===== src/rtl/multicycle_controller_if.sv =====
// multicycle_controller_if: instruction/flag inputs and control outputs between datapath and controller
interface multicycle_controller_if;
  logic [31:12] Instr;
  logic [3:0] ALUFlags;
  logic PCWrite, IRWrite, RegWrite, MemWrite, MemByte, AdrSrc;
  logic [1:0] RegSrc, ImmSrc, ALUSrcA, ALUSrcB, ResultSrc, ALUControl;
  modport master (
    output Instr, ALUFlags,
    input PCWrite, IRWrite, RegWrite, MemWrite, MemByte, AdrSrc,
    input RegSrc, ImmSrc, ALUSrcA, ALUSrcB, ResultSrc, ALUControl
  );
  modport slave (
    input Instr, ALUFlags,
    output PCWrite, IRWrite, RegWrite, MemWrite, MemByte, AdrSrc,
    output RegSrc, ImmSrc, ALUSrcA, ALUSrcB, ResultSrc, ALUControl
  );
endinterface


===== src/rtl/multicycle_controller.sv =====
// multicycle_controller: Moore FSM control unit for a multicycle ARM-subset processor
module multicycle_controller (
  input logic clk,
  input logic reset,
  multicycle_controller_if.slave bus
);
  typedef enum logic [3:0] {
    FETCH, DECODE, MEMADR, MEMRD, MEMWB, MEMWR, EXECUTER, EXECUTEI, ALUWB, BRANCH
  } state_t;
  state_t state_q, state_d;
  logic [3:0] flags_q, flags_d;
  logic [3:0] cond, cmd, rd;
  logic [1:0] op, alu_dec;
  logic [5:0] funct;
  logic n, z, c, v, cond_ex, no_write, arith, exec;
  logic pc_w, ir_w, reg_w, mem_w;
  assign cond = bus.Instr[31:28];
  assign op = bus.Instr[27:26];
  assign funct = bus.Instr[25:20];
  assign rd = bus.Instr[15:12];
  assign cmd = funct[4:1];
  assign {n, z, c, v} = flags_q;
  always_comb begin
    case (cond)
      4'h0: cond_ex = z;
      4'h1: cond_ex = !z;
      4'h2: cond_ex = c;
      4'h3: cond_ex = !c;
      4'h4: cond_ex = n;
      4'h5: cond_ex = !n;
      4'h6: cond_ex = v;
      4'h7: cond_ex = !v;
      4'h8: cond_ex = c && !z;
      4'h9: cond_ex = !c || z;
      4'ha: cond_ex = n == v;
      4'hb: cond_ex = n != v;
      4'hc: cond_ex = !z && (n == v);
      4'hd: cond_ex = z || (n != v);
      4'he: cond_ex = 1'b1;
      default: cond_ex = 1'b0;
    endcase
  end
  assign alu_dec = cmd == 4'b0100 ? 2'b00 :
                   cmd == 4'b0010 ? 2'b01 :
                   cmd == 4'b0000 ? 2'b10 :
                   cmd == 4'b1100 ? 2'b11 :
                   cmd == 4'b1010 ? 2'b01 : 2'b00;
  assign no_write = cmd == 4'b1010;
  assign arith = cmd inside {4'b0100, 4'b0010, 4'b1010};
  assign exec = state_q inside {EXECUTER, EXECUTEI};
  always_comb begin
    state_d = FETCH;
    case (state_q)
      FETCH: state_d = DECODE;
      DECODE: state_d = op == 2'b01 ? MEMADR :
                        op == 2'b10 ? BRANCH :
                        op == 2'b11 ? FETCH :
                        funct[5] ? EXECUTEI : EXECUTER;
      MEMADR: state_d = funct[0] ? MEMRD : MEMWR;
      MEMRD: state_d = MEMWB;
      EXECUTER, EXECUTEI: state_d = ALUWB;
      default: state_d = FETCH;
    endcase
    flags_d = (exec && funct[0] && cond_ex) ?
              {bus.ALUFlags[3:2], arith ? bus.ALUFlags[1:0] : flags_q[1:0]} : flags_q;
  end
  always_ff @(posedge clk) begin
    if (reset) begin
      state_q <= FETCH;
      flags_q <= '0;
    end else begin
      state_q <= state_d;
      flags_q <= flags_d;
    end
  end
  always_comb begin
    pc_w = 1'b0;
    ir_w = 1'b0;
    reg_w = 1'b0;
    mem_w = 1'b0;
    bus.MemByte = 1'b0;
    bus.AdrSrc = 1'b0;
    bus.RegSrc = {op == 2'b10, op == 2'b01};
    bus.ImmSrc = op;
    bus.ALUSrcA = 2'b00;
    bus.ALUSrcB = 2'b00;
    bus.ResultSrc = 2'b00;
    bus.ALUControl = 2'b00;
    case (state_q)
      FETCH: begin
        bus.ALUSrcA = 2'b01;
        bus.ALUSrcB = 2'b10;
        bus.ResultSrc = 2'b10;
        ir_w = 1'b1;
        pc_w = 1'b1;
      end
      DECODE: begin
        bus.ALUSrcA = 2'b01;
        bus.ALUSrcB = 2'b10;
        bus.ResultSrc = 2'b10;
      end
      MEMADR: bus.ALUSrcB = 2'b01;
      MEMRD: begin
        bus.AdrSrc = 1'b1;
        bus.MemByte = funct[2];
      end
      MEMWB: begin
        bus.AdrSrc = 1'b1;
        bus.MemByte = funct[2];
        bus.ResultSrc = 2'b01;
        reg_w = cond_ex;
      end
      MEMWR: begin
        bus.AdrSrc = 1'b1;
        bus.MemByte = funct[2];
        mem_w = cond_ex;
      end
      EXECUTER: bus.ALUControl = alu_dec;
      EXECUTEI: begin
        bus.ALUSrcB = 2'b01;
        bus.ALUControl = alu_dec;
      end
      ALUWB: reg_w = cond_ex && !no_write;
      BRANCH: begin
        bus.ALUSrcA = 2'b10;
        bus.ALUSrcB = 2'b01;
        pc_w = cond_ex;
      end
      default: ;
    endcase
    if (state_q inside {MEMWB, ALUWB} && rd == 4'hf) pc_w = reg_w;
  end
  assign bus.PCWrite = pc_w && !reset;
  assign bus.IRWrite = ir_w && !reset;
  assign bus.RegWrite = reg_w && !reset;
  assign bus.MemWrite = mem_w && !reset;
endmodule


===== src/flat_wrapper.sv =====
// flat-port wrapper written by rule: the top's interface ports become plain ports
module multicycle_controller_flat 
  (clk, reset, bus_Instr, bus_ALUFlags, bus_PCWrite, bus_IRWrite, bus_RegWrite, bus_MemWrite, bus_MemByte, bus_AdrSrc, bus_RegSrc, bus_ImmSrc, bus_ALUSrcA, bus_ALUSrcB, bus_ResultSrc, bus_ALUControl);
  multicycle_controller_if bus_i ();
  input logic clk;
  input logic reset;
  input wire logic [$bits(bus_i.Instr)-1:0] bus_Instr;
  input wire logic [$bits(bus_i.ALUFlags)-1:0] bus_ALUFlags;
  output wire logic [$bits(bus_i.PCWrite)-1:0] bus_PCWrite;
  output wire logic [$bits(bus_i.IRWrite)-1:0] bus_IRWrite;
  output wire logic [$bits(bus_i.RegWrite)-1:0] bus_RegWrite;
  output wire logic [$bits(bus_i.MemWrite)-1:0] bus_MemWrite;
  output wire logic [$bits(bus_i.MemByte)-1:0] bus_MemByte;
  output wire logic [$bits(bus_i.AdrSrc)-1:0] bus_AdrSrc;
  output wire logic [$bits(bus_i.RegSrc)-1:0] bus_RegSrc;
  output wire logic [$bits(bus_i.ImmSrc)-1:0] bus_ImmSrc;
  output wire logic [$bits(bus_i.ALUSrcA)-1:0] bus_ALUSrcA;
  output wire logic [$bits(bus_i.ALUSrcB)-1:0] bus_ALUSrcB;
  output wire logic [$bits(bus_i.ResultSrc)-1:0] bus_ResultSrc;
  output wire logic [$bits(bus_i.ALUControl)-1:0] bus_ALUControl;
  assign bus_i.Instr = bus_Instr;
  assign bus_i.ALUFlags = bus_ALUFlags;
  assign bus_PCWrite = bus_i.PCWrite;
  assign bus_IRWrite = bus_i.IRWrite;
  assign bus_RegWrite = bus_i.RegWrite;
  assign bus_MemWrite = bus_i.MemWrite;
  assign bus_MemByte = bus_i.MemByte;
  assign bus_AdrSrc = bus_i.AdrSrc;
  assign bus_RegSrc = bus_i.RegSrc;
  assign bus_ImmSrc = bus_i.ImmSrc;
  assign bus_ALUSrcA = bus_i.ALUSrcA;
  assign bus_ALUSrcB = bus_i.ALUSrcB;
  assign bus_ResultSrc = bus_i.ResultSrc;
  assign bus_ALUControl = bus_i.ALUControl;
  multicycle_controller u_core (.clk(clk), .reset(reset), .bus(bus_i));
endmodule

===== config.mk =====
export PLATFORM = sky130hd
export DESIGN_NAME = multicycle_controller_flat
export DESIGN_NICKNAME = d
export VERILOG_FILES = /design/src/rtl/multicycle_controller_if.sv /design/src/rtl/multicycle_controller.sv /design/src/flat_wrapper.sv
export SDC_FILE = /design/constraint.sdc
export NUM_CORES = 1
export LEC_CHECK = 0
export CORE_ASPECT_RATIO = 0.8
export CORE_UTILIZATION = 36
export CTS_BUF_LIST = sky130_fd_sc_hd__clkbuf_16
export DETAILED_ROUTE_END_ITERATION = 8
export GPL_TIMING_DRIVEN = 0
export HOLD_SLACK_MARGIN = 0.08
export PLACE_DENSITY_LB_ADDON = 0.1
export SLEW_MARGIN = 20
export SYNTH_ARGS = -nofsm -noshare
export SYNTH_HDL_FRONTEND = slang
export SYNTH_SLANG_ARGS = --single-unit

===== constraint.sdc =====
create_clock -name clk -period 2.2 [get_ports clk]
set_clock_uncertainty 0.05 [all_clocks]
set_input_delay 0.44 -clock clk [delete_from_list [all_inputs] [get_ports clk]]
set_output_delay 0.44 -clock clk [all_outputs]
set_load 0.005 [all_outputs]

Yosys cells after proc, flatten, opt, wreduce, memory -nomap -nowiden
Cells that the tools add are included.
Widths: inputs -> output; s select.
- muxes and demuxes: 23
- reduce and logical (&&, ||, !) cells: 29
- equality and inequality tests: 33
- operators by type and width (operator ; count):
    $eq 4x4->1 const B ; 12
    $eq 4x3->1 const B ; 9
    $eq 4x2->1 const B ; 5
    $pmux 4 s5 ; 1
    $pmux 1 s15 ; 1
    $logic_not 4->1 ; 3
    $mux 4 ; 3
    $pmux 2 s2 ; 3
    $logic_and 1x1->1 ; 10
    $mux 2 ; 5
    $eq 4x1->1 const B ; 2
    $mux 1 ; 7
    $logic_not 1->1 ; 6
    $reduce_or 3->1 ; 2
    $eq 2x2->1 const B ; 2
    $pmux 1 s2 ; 2
    $reduce_bool 2->1 ; 2
    $reduce_or 2->1 ; 2
    $mux 3 ; 1
    $reduce_bool 3->1 ; 1
    $eq 2x1->1 const B ; 1
    $logic_or 1x1->1 ; 2
    $reduce_and 2->1 ; 1
    $eq 1x1->1 ; 1
    $ne 1x1->1 ; 1
- register bits after elaboration: 8
- output and inout port bits: 18
- word-level logic and storage cells: 88
- bits of input ports: 26

Depth between registers and ports, before layout
Gate-level depths: netlist of the first run.
- depth in word-level cells: 7
- gate-level depth with buffers: 6
- depth with buffers taken out: 5

Least setup slack after synthesis of the first run
OpenSTA, ideal clock, no wires.
- path type: input-to-output
- start point: in bus_Instr[18]
- end point: out bus_PCWrite
- path slack: 0.024 ns
- buffers on the path: 1
- data arrival time: 1.686 ns
- stages on the path: 6
- data required time: 1.710 ns
- cells stage by stage: buf_4 > and2_1 > and3_1 > o311a_1 > nor3_1 > o21bai_1
- longest elaborated chain between the ends: 6
- elaborated cells on any way between the ends: 21
- those cells by class: eq/ne (14); mux (4); reduce/logical (3)
- RTL lines (element ; line ; source):
    start, declared ; flat_wrapper.sv:7 ; input wire logic [$bits(bus_i.Instr)-1:0] bus_Instr;
    $eq 4x4->1, or another cell as far along ; multicycle_controller.sv:24 ; case (cond)
    $pmux 1 s15 * ; multicycle_controller.sv:24 ;
    $logic_and 1x1->1 ; multicycle_controller.sv:123 ; ALUWB: reg_w = cond_ex && !no_write;
    $pmux 1 s2 ; multicycle_controller.sv:89 ; case (state_q)
    $mux 1 * ; multicycle_controller.sv:131 ; if (state_q inside {MEMWB, ALUWB} && rd == 4'hf) pc_w = reg_w;
    $logic_and 1x1->1 * ; multicycle_controller.sv:133 ; assign bus.PCWrite = pc_w && !reset;
    end, declared ; flat_wrapper.sv:9 ; output wire logic [$bits(bus_i.PCWrite)-1:0] bus_PCWrite;
Mark *: on every way between the ends. The rest lies on a longest branch, timed or not.

Worst setup path in the final report of the first run
- start point: reg u_core.flags_q[3]
- end point: out bus_RegWrite
- longest elaborated chain between the ends: 6
- elaborated cells on any way between the ends: 9
- those cells by class: eq/ne (2); mux (2); reduce/logical (5)
- RTL lines (element ; line ; source):
    start, declared ; multicycle_controller.sv:11 ; logic [3:0] flags_q, flags_d;
    start signal, assigned ; multicycle_controller.sv:73 ; flags_q <= flags_d;
    $ne 1x1->1 / $eq 1x1->1 (equally long branches) ; - ;
    $logic_or 1x1->1 / $logic_and 1x1->1 (equally long branches) ; multicycle_controller.sv:38, multicycle_controller.sv:37 ;
    $pmux 1 s15 * ; multicycle_controller.sv:24 ;
    $logic_and 1x1->1 ; multicycle_controller.sv:123 ;
    $pmux 1 s2 * ; multicycle_controller.sv:89 ;
    $logic_and 1x1->1 * ; multicycle_controller.sv:135 ; assign bus.RegWrite = reg_w && !reset;
    end, declared ; flat_wrapper.sv:11 ; output wire logic [$bits(bus_i.RegWrite)-1:0] bus_RegWrite;
Marks and branches as above.

==> out/qor.txt, run 1 <==
status: finished with violations
violated checks: design-rule violations, negative setup slack
setup slack, reg-to-reg: 150 ps
core area: 2210 sq um
Worst setup SP type: flop
worst r2r dst: u_core.flags_q[0]
Detail Placement HPWL: 1850 um
Worst Tran Pin Value: 398 ps
Pleak: 0.000637 uW
non-filler cells, final: 188
hold path cells: 1
post-synthesis sequential area ratio: 18.4%
final worst slack: -153 ps
kind of critical path: reg2out
Metal-1 WL: 1310 um
top routing layer in use: met4
Routed WL: 2690 um
port buffer count: 37
fraction of layout cells with a size suffix above 1: 31.3%
Longest Clk Path Bufs: 2
Syn-to-layout area delta: 73.6%
final setup fails: 3
htree depth: 1
Synth warnings: 0
final instance area: 1510 sq um
Inserted Diodes: 0
clock sinks: 8
die width: 56.9 um
CTS tree: built
metal3 WL: 154 um
Cell Area, Synth: 868 sq um
slowest stage delay, CP: 390 ps
# hold bufs at CTS: 0
#FFs+latches synth: 8
clk slew on worst S/H paths: 40 ps
crit-path cells: xor2_4, o221ai_2, o311a_1, nor3_2, buf_4, nor3_2, buf_2
drt drc: 6
cell taking the most area after synthesis: dfxtp_1
Final ANT Viol Nets: 0
RSZ-0062 raised after global routing: true
Worst EP arrival: 1860 ps
total grt overflow: 0
crit-path max FO: 6
per-cell routed wire length: 14.3 um
first-pass GRT wire length: 4040 um
Hold Path Origin: u_core.state_q[3]
height of the chip: 45.9 um
initial antenna violation count: 0
Rows: 15
Most used DFF post-synth: dfxtp_1
die area: 2610 sq um
Max Slew Vio Count: 0
slowest CP cell: dfxtp_4
vias in the first global route: 875
commonest non-fill, non-tap cell in the layout: clkdlybuf4s50_1
GPL Wtd Cong: 0.880
Hold Crit Class: reg2reg
Synth cell types: 39
total track usage: 20.2%
io pins: 44
Slew HR: 73.5%
via count: 1,035
first-pass iteration count of the detailed router: 6
met2 wire len: 1190 um
Fin. Hold Viols: 0
Final Cycle Share: 107%
Placed Area: 1270 sq um
top cells by area, synth: dfxtp_1, mux2i_1, nand2b_1
pin count of the biggest net entering global routing: 11
Hold EP: u_core.state_q[3]
number of buffers created by CTS: 3
First DRT Iteration DRCs: 47
Nets: 191
CP Capture Type: primary output
reg2reg start: u_core.flags_q[3]
Mapped Avg Cell Area: 7.49 sq um
Placed Instances: 178
ys async rst share: 0%
Power Density: 443 nW/um^2
vias per std cell: 5.51
Net Count, Synth: 142
fmax: 425 MHz
cell family with most CP delay: compound AO/OA/AOI/OAI gates
commonest cells after routing, fill and taps aside: clkdlybuf4s50_1, buf_4, mux2i_1, nand2b_1, nor3_1
most used cell, CP: nor3_2
Worst VDD drop: 0.449 mV
Synth Instances: 116
CTS root buffer: clkbuf_16
worst path required time: 1710 ps
Tmin final: 2350 ps
worst skew pair latency: 230 ps
worst r2r path cells: 7
Synth top area share: 18.4%
max_cap viols: 0
initial core utilization: 39.2%
Worst Path Buf+Inv: 2
Post-synth EDFFs: 0
[layout make-up]
type | instances | area [sq um]
fillers | 195 | 707
plain buffers | 10 | 72.6
multi-input cells | 93 | 728
flip-flops and latches | 8 | 171
repair buffers | 46 | 418
inverters | 3 | 11.3
well taps | 25 | 31.3
clock buffers | 3 | 75.1
[metrics by stage]
| stage | setup WS [ps] | utilization, % | power (uW) | TNS, ps | hold WS, ps |
|---|---|---|---|---|---|
| 6_report | -153 | 68.1 | 668 | -427 | 489 |
| 5_1_grt | -254 | 68.1 | 696 | -746 | 498 |
| 4_1_cts | -115 | 65.5 | 665 | -320 | 474 |
| 3_5_place_dp | -1010 | 57.3 | 338 | -4610 | 484 |
| 3_3_place_gp | -985 | 57.3 | 334 | -4300 | 470 |
| 2_1_floorplan | 23.9 | - | 243 | 0 | 429 |
[sequential cells by signal, indices dropped and copies added (netlist names)]
register and count:
u_core.flags_q 4, u_core.state_q 4
[routing by layer]
layer  vias up  global-route usage, %
met3         5                   3.69
met5         -                      0
met4         0                   8.78
met1       478                   28.9
met2        32                   29.6
li1        520                      -
[kinds of logic (layout without fill, tap and decap cells)]
family	count (synthesis)	after routing	synth area share (%)
simple gates	62	62	45.2
compound gates	20	20	16.1
buf+inv	15	62	7.92
mux	8	8	9.22
flops	8	8	18.4
xor+xnor	3	3	3.03
[worst max-delay path by stage]
stage	start	endpoint	slack [ps]	depth (start not counted)
5_1_grt	u_core.flags_q[3]	bus_RegWrite	-250	7
3_5_place_dp	bus_Instr[16]	bus_MemWrite	-1010	7
6_report	u_core.flags_q[3]	bus_RegWrite	-150	7
2_1_floorplan	bus_Instr[18]	bus_PCWrite	20	6
4_1_cts	bus_Instr[19]	bus_RegWrite	-110	9
3_3_place_gp	bus_Instr[16]	bus_MemWrite	-990	7
[cells in the mapped netlist (2+ instances only)]
cell type and n:
mux2i_1 8, nand3b_1 3, dfxtp_1 8, and3b_1 2
nand4_1 3, inv_1 3, and2_1 3, or3b_2 3
nor3_1 10, xor2_1 2, buf_4 3, nor4b_1 3
nand2b_1 9, o21ai_0 4, and3_1 2, nor2_1 5
nor3b_1 2, a21oi_1 7, nor2b_1 6, clkbuf_1 8
nand2_1 4
[power breakdown]
group	leakage, uW	total, uW	switching [uW]	internal (uW)
registers	0.0000681	156	7.26	149
clock network	0.0000370	307	72.3	234
logic	0.000532	205	84.1	121
total	0.000637	668	164	504
[what timing repair did]
action,in CTS,in global routing
resized for setup,50,15
pin swaps,9,5
setup buffers,8,1
setup endpoints to repair,17,8
Note: power is estimated with default switching activity, not from simulation.
==> inputs of run 2 (changes only) <==
--- a/config.mk
+++ b/config.mk
@@ -5,13 +5,16 @@
 export SDC_FILE = /design/constraint.sdc
 export NUM_CORES = 1
 export LEC_CHECK = 0
+export CELL_PAD_IN_SITES_DETAIL_PLACEMENT = 1
+export CELL_PAD_IN_SITES_GLOBAL_PLACEMENT = 1
 export CORE_ASPECT_RATIO = 0.8
-export CORE_UTILIZATION = 36
+export CORE_UTILIZATION = 24
 export CTS_BUF_LIST = sky130_fd_sc_hd__clkbuf_16
 export DETAILED_ROUTE_END_ITERATION = 8
 export GPL_TIMING_DRIVEN = 0
 export HOLD_SLACK_MARGIN = 0.08
 export PLACE_DENSITY_LB_ADDON = 0.1
+export REMOVE_ABC_BUFFERS = 1
 export SLEW_MARGIN = 20
 export SYNTH_ARGS = -nofsm -noshare
 export SYNTH_HDL_FRONTEND = slang
==> out/qor.txt, run 2 (synthesis gave the netlist of run 1 again) <==
port buffer count: 39 (+5.4%)
Syn-to-layout area delta: 79.7%
vias per std cell: 5.09 (-7.6%)
final instance area: 1560 sq um (+3.5%)
Worst setup SP type: primary input
worst path required time: 1710 ps (about the same)
final core utilization: 45.3% (-23 points)
io pins: 44 (unchanged)
total track usage: 15.1% (-5.1 points)
Nets: 187 (-2.1%)
register area: 184 sq um (+7.3%)
kind of critical path: in2out
Multi-input gate area: 776 sq um (+6.5%)
Final Cycle Share: 106% (-0.54 points)
RSZ-0062 raised after global routing: true
max_cap viols: 0 (unchanged)
via count: 1,023 (-1.2%)
first-pass GRT wire length: 4830 um (+19%)
Longest Clk Path Bufs: 2 (unchanged)
Placed Instances: 185 (+3.9%)
crit-path max FO: 11 (+5)
Max Slew Vio Count: 0 (unchanged)
Regs by FF count: u_core.flags_q (4), u_core.state_q (4)
worst skew pair latency: 230 ps (about the same)
Placed Area: 1250 sq um (-1.3%)
non-filler cells, final: 201 (+6.9%)
Power Density: 424 nW/um^2 (-4.2%)
first-pass iteration count of the detailed router: 4 (-2)
Worst VDD drop: 0.390 mV (-13%)
First DRT Iteration DRCs: 29 (-38%)
WHS: 485 ps (-3.60 ps)
final worst slack: -141 ps (+11.8 ps)
Slew HR: 77.0% (+3.5 points)
fraction of layout cells with a size suffix above 1: 33.3% (+2.0 points)
Fin. Hold Viols: 0 (unchanged)
Hold Crit Class: reg2reg
clock sinks: 8 (unchanged)
CTS root buffer: clkbuf_16
commonest cells after routing, fill and taps aside: clkdlybuf4s50_1, buf_4, mux2i_1, nand2b_1
pin count of the biggest net entering global routing: 19 (+8)
per-cell routed wire length: 14.2 um (-0.94%)
CTS tree: built
Worst Tran Pin Value: 345 ps (-52.7 ps)
GPL Wtd Cong: 0.756 (-14%)
total grt overflow: 0 (unchanged)
Detail Placement HPWL: 1930 um (+4.4%)
Routed WL: 2850 um (+5.9%)
vias in the first global route: 1,035 (+18%)
commonest non-fill, non-tap cell in the layout: clkdlybuf4s50_1
Inserted Diodes: 0 (unchanged)
height of the chip: 55.8 um (+22%)
core area: 3450 sq um (+56%)
clk slew on worst S/H paths: 40 ps (about the same)
Rows: 19 (+4)
die area: 3860 sq um (+48%)
CP Capture Type: primary output
Fillers: 392 (+100%)
violated checks: negative setup slack
fmax: 427 MHz (+0.51%)
number of buffers created by CTS: 3 (unchanged)
Power Total: 662 uW (-0.89%)
Pleak: 0.000629 uW (-1.4%)
initial antenna violation count: 0 (unchanged)
Final ANT Viol Nets: 0 (unchanged)
status: finished with violations
initial core utilization: 25.2% (-14 points)
final setup fails: 3 (unchanged)
Tmin final: 2340 ps (-11.8 ps)
htree depth: 1 (unchanged)
die width: 69.3 um (+22%)
# hold bufs at CTS: 0 (unchanged)
drt drc: 0 (-6)
Worst EP arrival: 1850 ps (about the same)
==> run 2: changes by cell type in the layout (fill, tap and decap cells not counted), sizes merged <==
cell / before / now
clkbuf: 8 / 4
buf: 19 / 20
clkdlybuf4s50: 25 / 24
==> run 2: path summary, 6_finish.rpt <==
check / startpoint / end / slack, ps / cells past startpoint
hold reg to reg: u_core.flags_q[2] / u_core.flags_q[2] / 490 / 2
hold / removal: u_core.flags_q[2] / u_core.flags_q[2] / 490 / 2
setup reg to reg: u_core.flags_q[3] / u_core.flags_q[1] / 260 / 6
setup / recovery: bus_Instr[16] / bus_RegWrite / -140 / 8
==> run 2: through the flow <==
step	TNS [ps]	worst slack (ps)
5_1_grt	-616	-213
3_5_place_dp	-5490	-1090
6_report	-402	-141
3_3_place_gp	-5090	-1050
4_1_cts	-386	-132
2_1_floorplan	0	179
==> run 2: layout make-up <==
cell class / instances / area share [%]
tap: 42 / 3.37
clock buffer: 3 / 4.81
timing repair buffer: 52 / 29.6
multi-input combinational: 93 / 49.7
inverter: 3 / 0.722
sequential: 8 / 11.8
==> run 2: power by group <==
part	internal [uW]	switching, uW	total, uW	leakage, uW
Clock	234	67.0	301	0.0000370
Combinational	119	78.5	197	0.000522
Sequential	147	16.7	164	0.0000699
==> run 2: critical path, stage by stage <==
cell,delay (ps)
clkbuf_4,180
nand4bb_1,180
o221ai_2,120
o311a_1,390
nor3_2,200
buf_4,160
nor3_2,40
buf_2,130
==> run 2: layer usage <==
| layer | wire length, um | track usage (%) |
|---|---|---|
| met1 | 1370 | 20.1 |
| met2 | 1300 | 24.8 |
| met3 | 141 | 2.90 |
| met4 | 33 | 4.37 |
| met5 | 0 | 0 |
==> run 2: repair_timing <==
item / in CTS / in global routing
cloned: 0 / 0
pin swaps: 12 / 6
setup buffers: 10 / 3
endpoints found under the setup margin: 15 / 9
resized for setup: 70 / 16
==> inputs of run 3 (changes only) <==
--- a/config.mk
+++ b/config.mk
@@ -8,11 +8,12 @@
 export CELL_PAD_IN_SITES_DETAIL_PLACEMENT = 1
 export CELL_PAD_IN_SITES_GLOBAL_PLACEMENT = 1
 export CORE_ASPECT_RATIO = 0.8
-export CORE_UTILIZATION = 24
+export CORE_UTILIZATION = 29
 export CTS_BUF_LIST = sky130_fd_sc_hd__clkbuf_16
 export DETAILED_ROUTE_END_ITERATION = 8
 export GPL_TIMING_DRIVEN = 0
 export HOLD_SLACK_MARGIN = 0.08
+export MAX_ROUTING_LAYER = met4
 export PLACE_DENSITY_LB_ADDON = 0.1
 export REMOVE_ABC_BUFFERS = 1
 export SLEW_MARGIN = 20
==> constraint.sdc (replaced) <==
create_clock -name clk -period 2.8 [get_ports clk]
set_clock_uncertainty 0.05 [all_clocks]
set_input_delay 0.56 -clock clk [delete_from_list [all_inputs] [get_ports clk]]
set_output_delay 0.56 -clock clk [all_outputs]
set_load 0.005 [all_outputs]
==> out/qor.txt, run 3 (synthesis gave the netlist of run 1 again) <==
status: finished clean
die width: 63.2 um (-8.8%)
core area: 2810 sq um (-19%)
clock sinks: 8 (unchanged)
Longest Clk Path Bufs: 2 (unchanged)
pin count of the biggest net entering global routing: 19 (unchanged)
fmax: 368 MHz
commonest non-fill, non-tap cell in the layout: clkdlybuf4s50_1
total grt overflow: 0 (unchanged)
Power Density: 368 nW/um^2 (-13%)
Final ANT Viol Nets: 0 (unchanged)
Worst VDD drop: 0.322 mV (-17%)
worst skew pair latency: 230 ps (about the same)
commonest cells after routing, fill and taps aside: clkdlybuf4s50_1, nor3_1, mux2i_1, nand2b_1, a21oi_1
CP Capture Type: primary output
Syn-to-layout area delta: 59.4%
height of the chip: 50.9 um (-8.7%)
Regs by FF count: u_core.flags_q (4), u_core.state_q (4)
First DRT Iteration DRCs: 10 (-66%)
setup slack, reg-to-reg: 780 ps (+520 ps)
number of buffers created by CTS: 3 (unchanged)
Final Cycle Share: 97.0%
Nets: 177 (-5.3%)
worst slack, placed: -815 ps (+274 ps)
WHS: 480 ps (-4.94 ps)
CTS tree: built
htree depth: 1 (unchanged)
vias in the first global route: 952 (-8.0%)
Worst setup SP type: primary input
worst path required time: 2190 ps (+480 ps)
vias per std cell: 5.15 (+1.2%)
via count: 963 (-5.9%)
GPL Wtd Cong: 0.840 (+11%)
final worst slack: 82.7 ps (+224 ps)
die area: 3220 sq um (-17%)
setup_tns: 0 ps (+402 ps)
Tmin final: 2720 ps
clk slew on worst S/H paths: 40 ps (about the same)
Rows: 17 (-2)
first-pass iteration count of the detailed router: 4 (unchanged)
Pleak: 0.000535 uW (-15%)
max_cap viols: 0 (unchanged)
Fin. Hold Viols: 0 (unchanged)
crit-path max FO: 7 (-4)
drt drc: 0 (unchanged)
final setup fails: 0 (-3)
Hold Crit Class: reg2reg
first-pass GRT wire length: 4260 um (-12%)
port buffer count: 39 (unchanged)
Slew HR: 60.0% (-17 points)
initial core utilization: 30.9% (+5.7 points)
CTS root buffer: clkbuf_16
Worst EP arrival: 2110 ps (+260 ps)
Inserted Diodes: 0 (unchanged)
initial antenna violation count: 0 (unchanged)
Worst Tran Pin Value: 599 ps (+254 ps)
io pins: 44 (unchanged)
Routed WL: 2580 um (-9.5%)
kind of critical path: in2out
fraction of layout cells with a size suffix above 1: 17.4% (-16 points)
total track usage: 16.7% (+1.6 points)
Detail Placement HPWL: 1930 um (about the same)
RSZ-0062 raised after global routing: false
Max Slew Vio Count: 0 (unchanged)
per-cell routed wire length: 13.8 um (-2.7%)
# hold bufs at CTS: 0 (unchanged)
[run 3: changes by cell type in the layout (fill, tap and decap cells not counted), moves of 3 or more]
cell	delta
clkdlybuf4s50_1	+5
dfxtp_4	-6
buf_4	-9
nor2b_1	+3
dfxtp_1	+4
buf_2	-5
[run 3: worst paths after layout]
| kind | start | endpoint | cells after the start |
|---|---|---|---|
| setup / recovery | bus_Instr[17] | bus_MemWrite | 7 |
| setup reg to reg | u_core.flags_q[3] | u_core.flags_q[0] | 6 |
| hold reg to reg | u_core.flags_q[1] | u_core.flags_q[1] | 2 |
| hold / removal | u_core.flags_q[1] | u_core.flags_q[1] | 2 |
[run 3: where the power goes]
group / switching, uW / internal (uW)
Clock: 57.6 / 184
Combinational: 52.6 / 83.4
Sequential: 12.6 / 119
Total: 123 / 386
[run 3: per-stage QoR]
stage | cells | total power (uW) | instance area [sq um] | utilization, %
after floorplan | 104 | 178 | 811 | -
after global routing | 187 | 531 | 1380 | 49.3
final | 187 | 509 | 1380 | 49.3
after CTS | 187 | 511 | 1370 | 48.6
after global placement | 181 | 258 | 1250 | 44.5
after detailed placement | 181 | 262 | 1250 | 44.5
[run 3: metal layers]
metal  track usage [%]  up-vias  wire, um  share of wire [%]
li1                  -      487         -                  -
met1              21.5      451      1270                 49
met2              28.5       23      1210                 47
met3              2.01        2        83                3.2
met4              3.41        0        14               0.54
met5                 -        -         0                  0
[run 3: worst max-delay path, stage by stage]
cell and delay (ps):
clkdlybuf4s15_2 240, or4_1 510, nand4_1 170, nor3_4 60, buf_4 130, nor4_2 160
dlygate4sd2_1 270
[run 3: final cells by class]
class                           count  area, sq um
Fill cell                         338         1420
Multi-Input combinational cell     93          684
Sequential cell                     8          164
Timing Repair Buffer               42          402
Clock buffer                        3         75.1
Tap cell                           38         47.5
Inverter                            3         11.3
[run 3: timing repair]
action / CTS / global route
setup endpoints to repair: 4 / 2
resized for setup: 34 / 8
buffers inserted: 3 / 0
pin swaps: 5 / 3
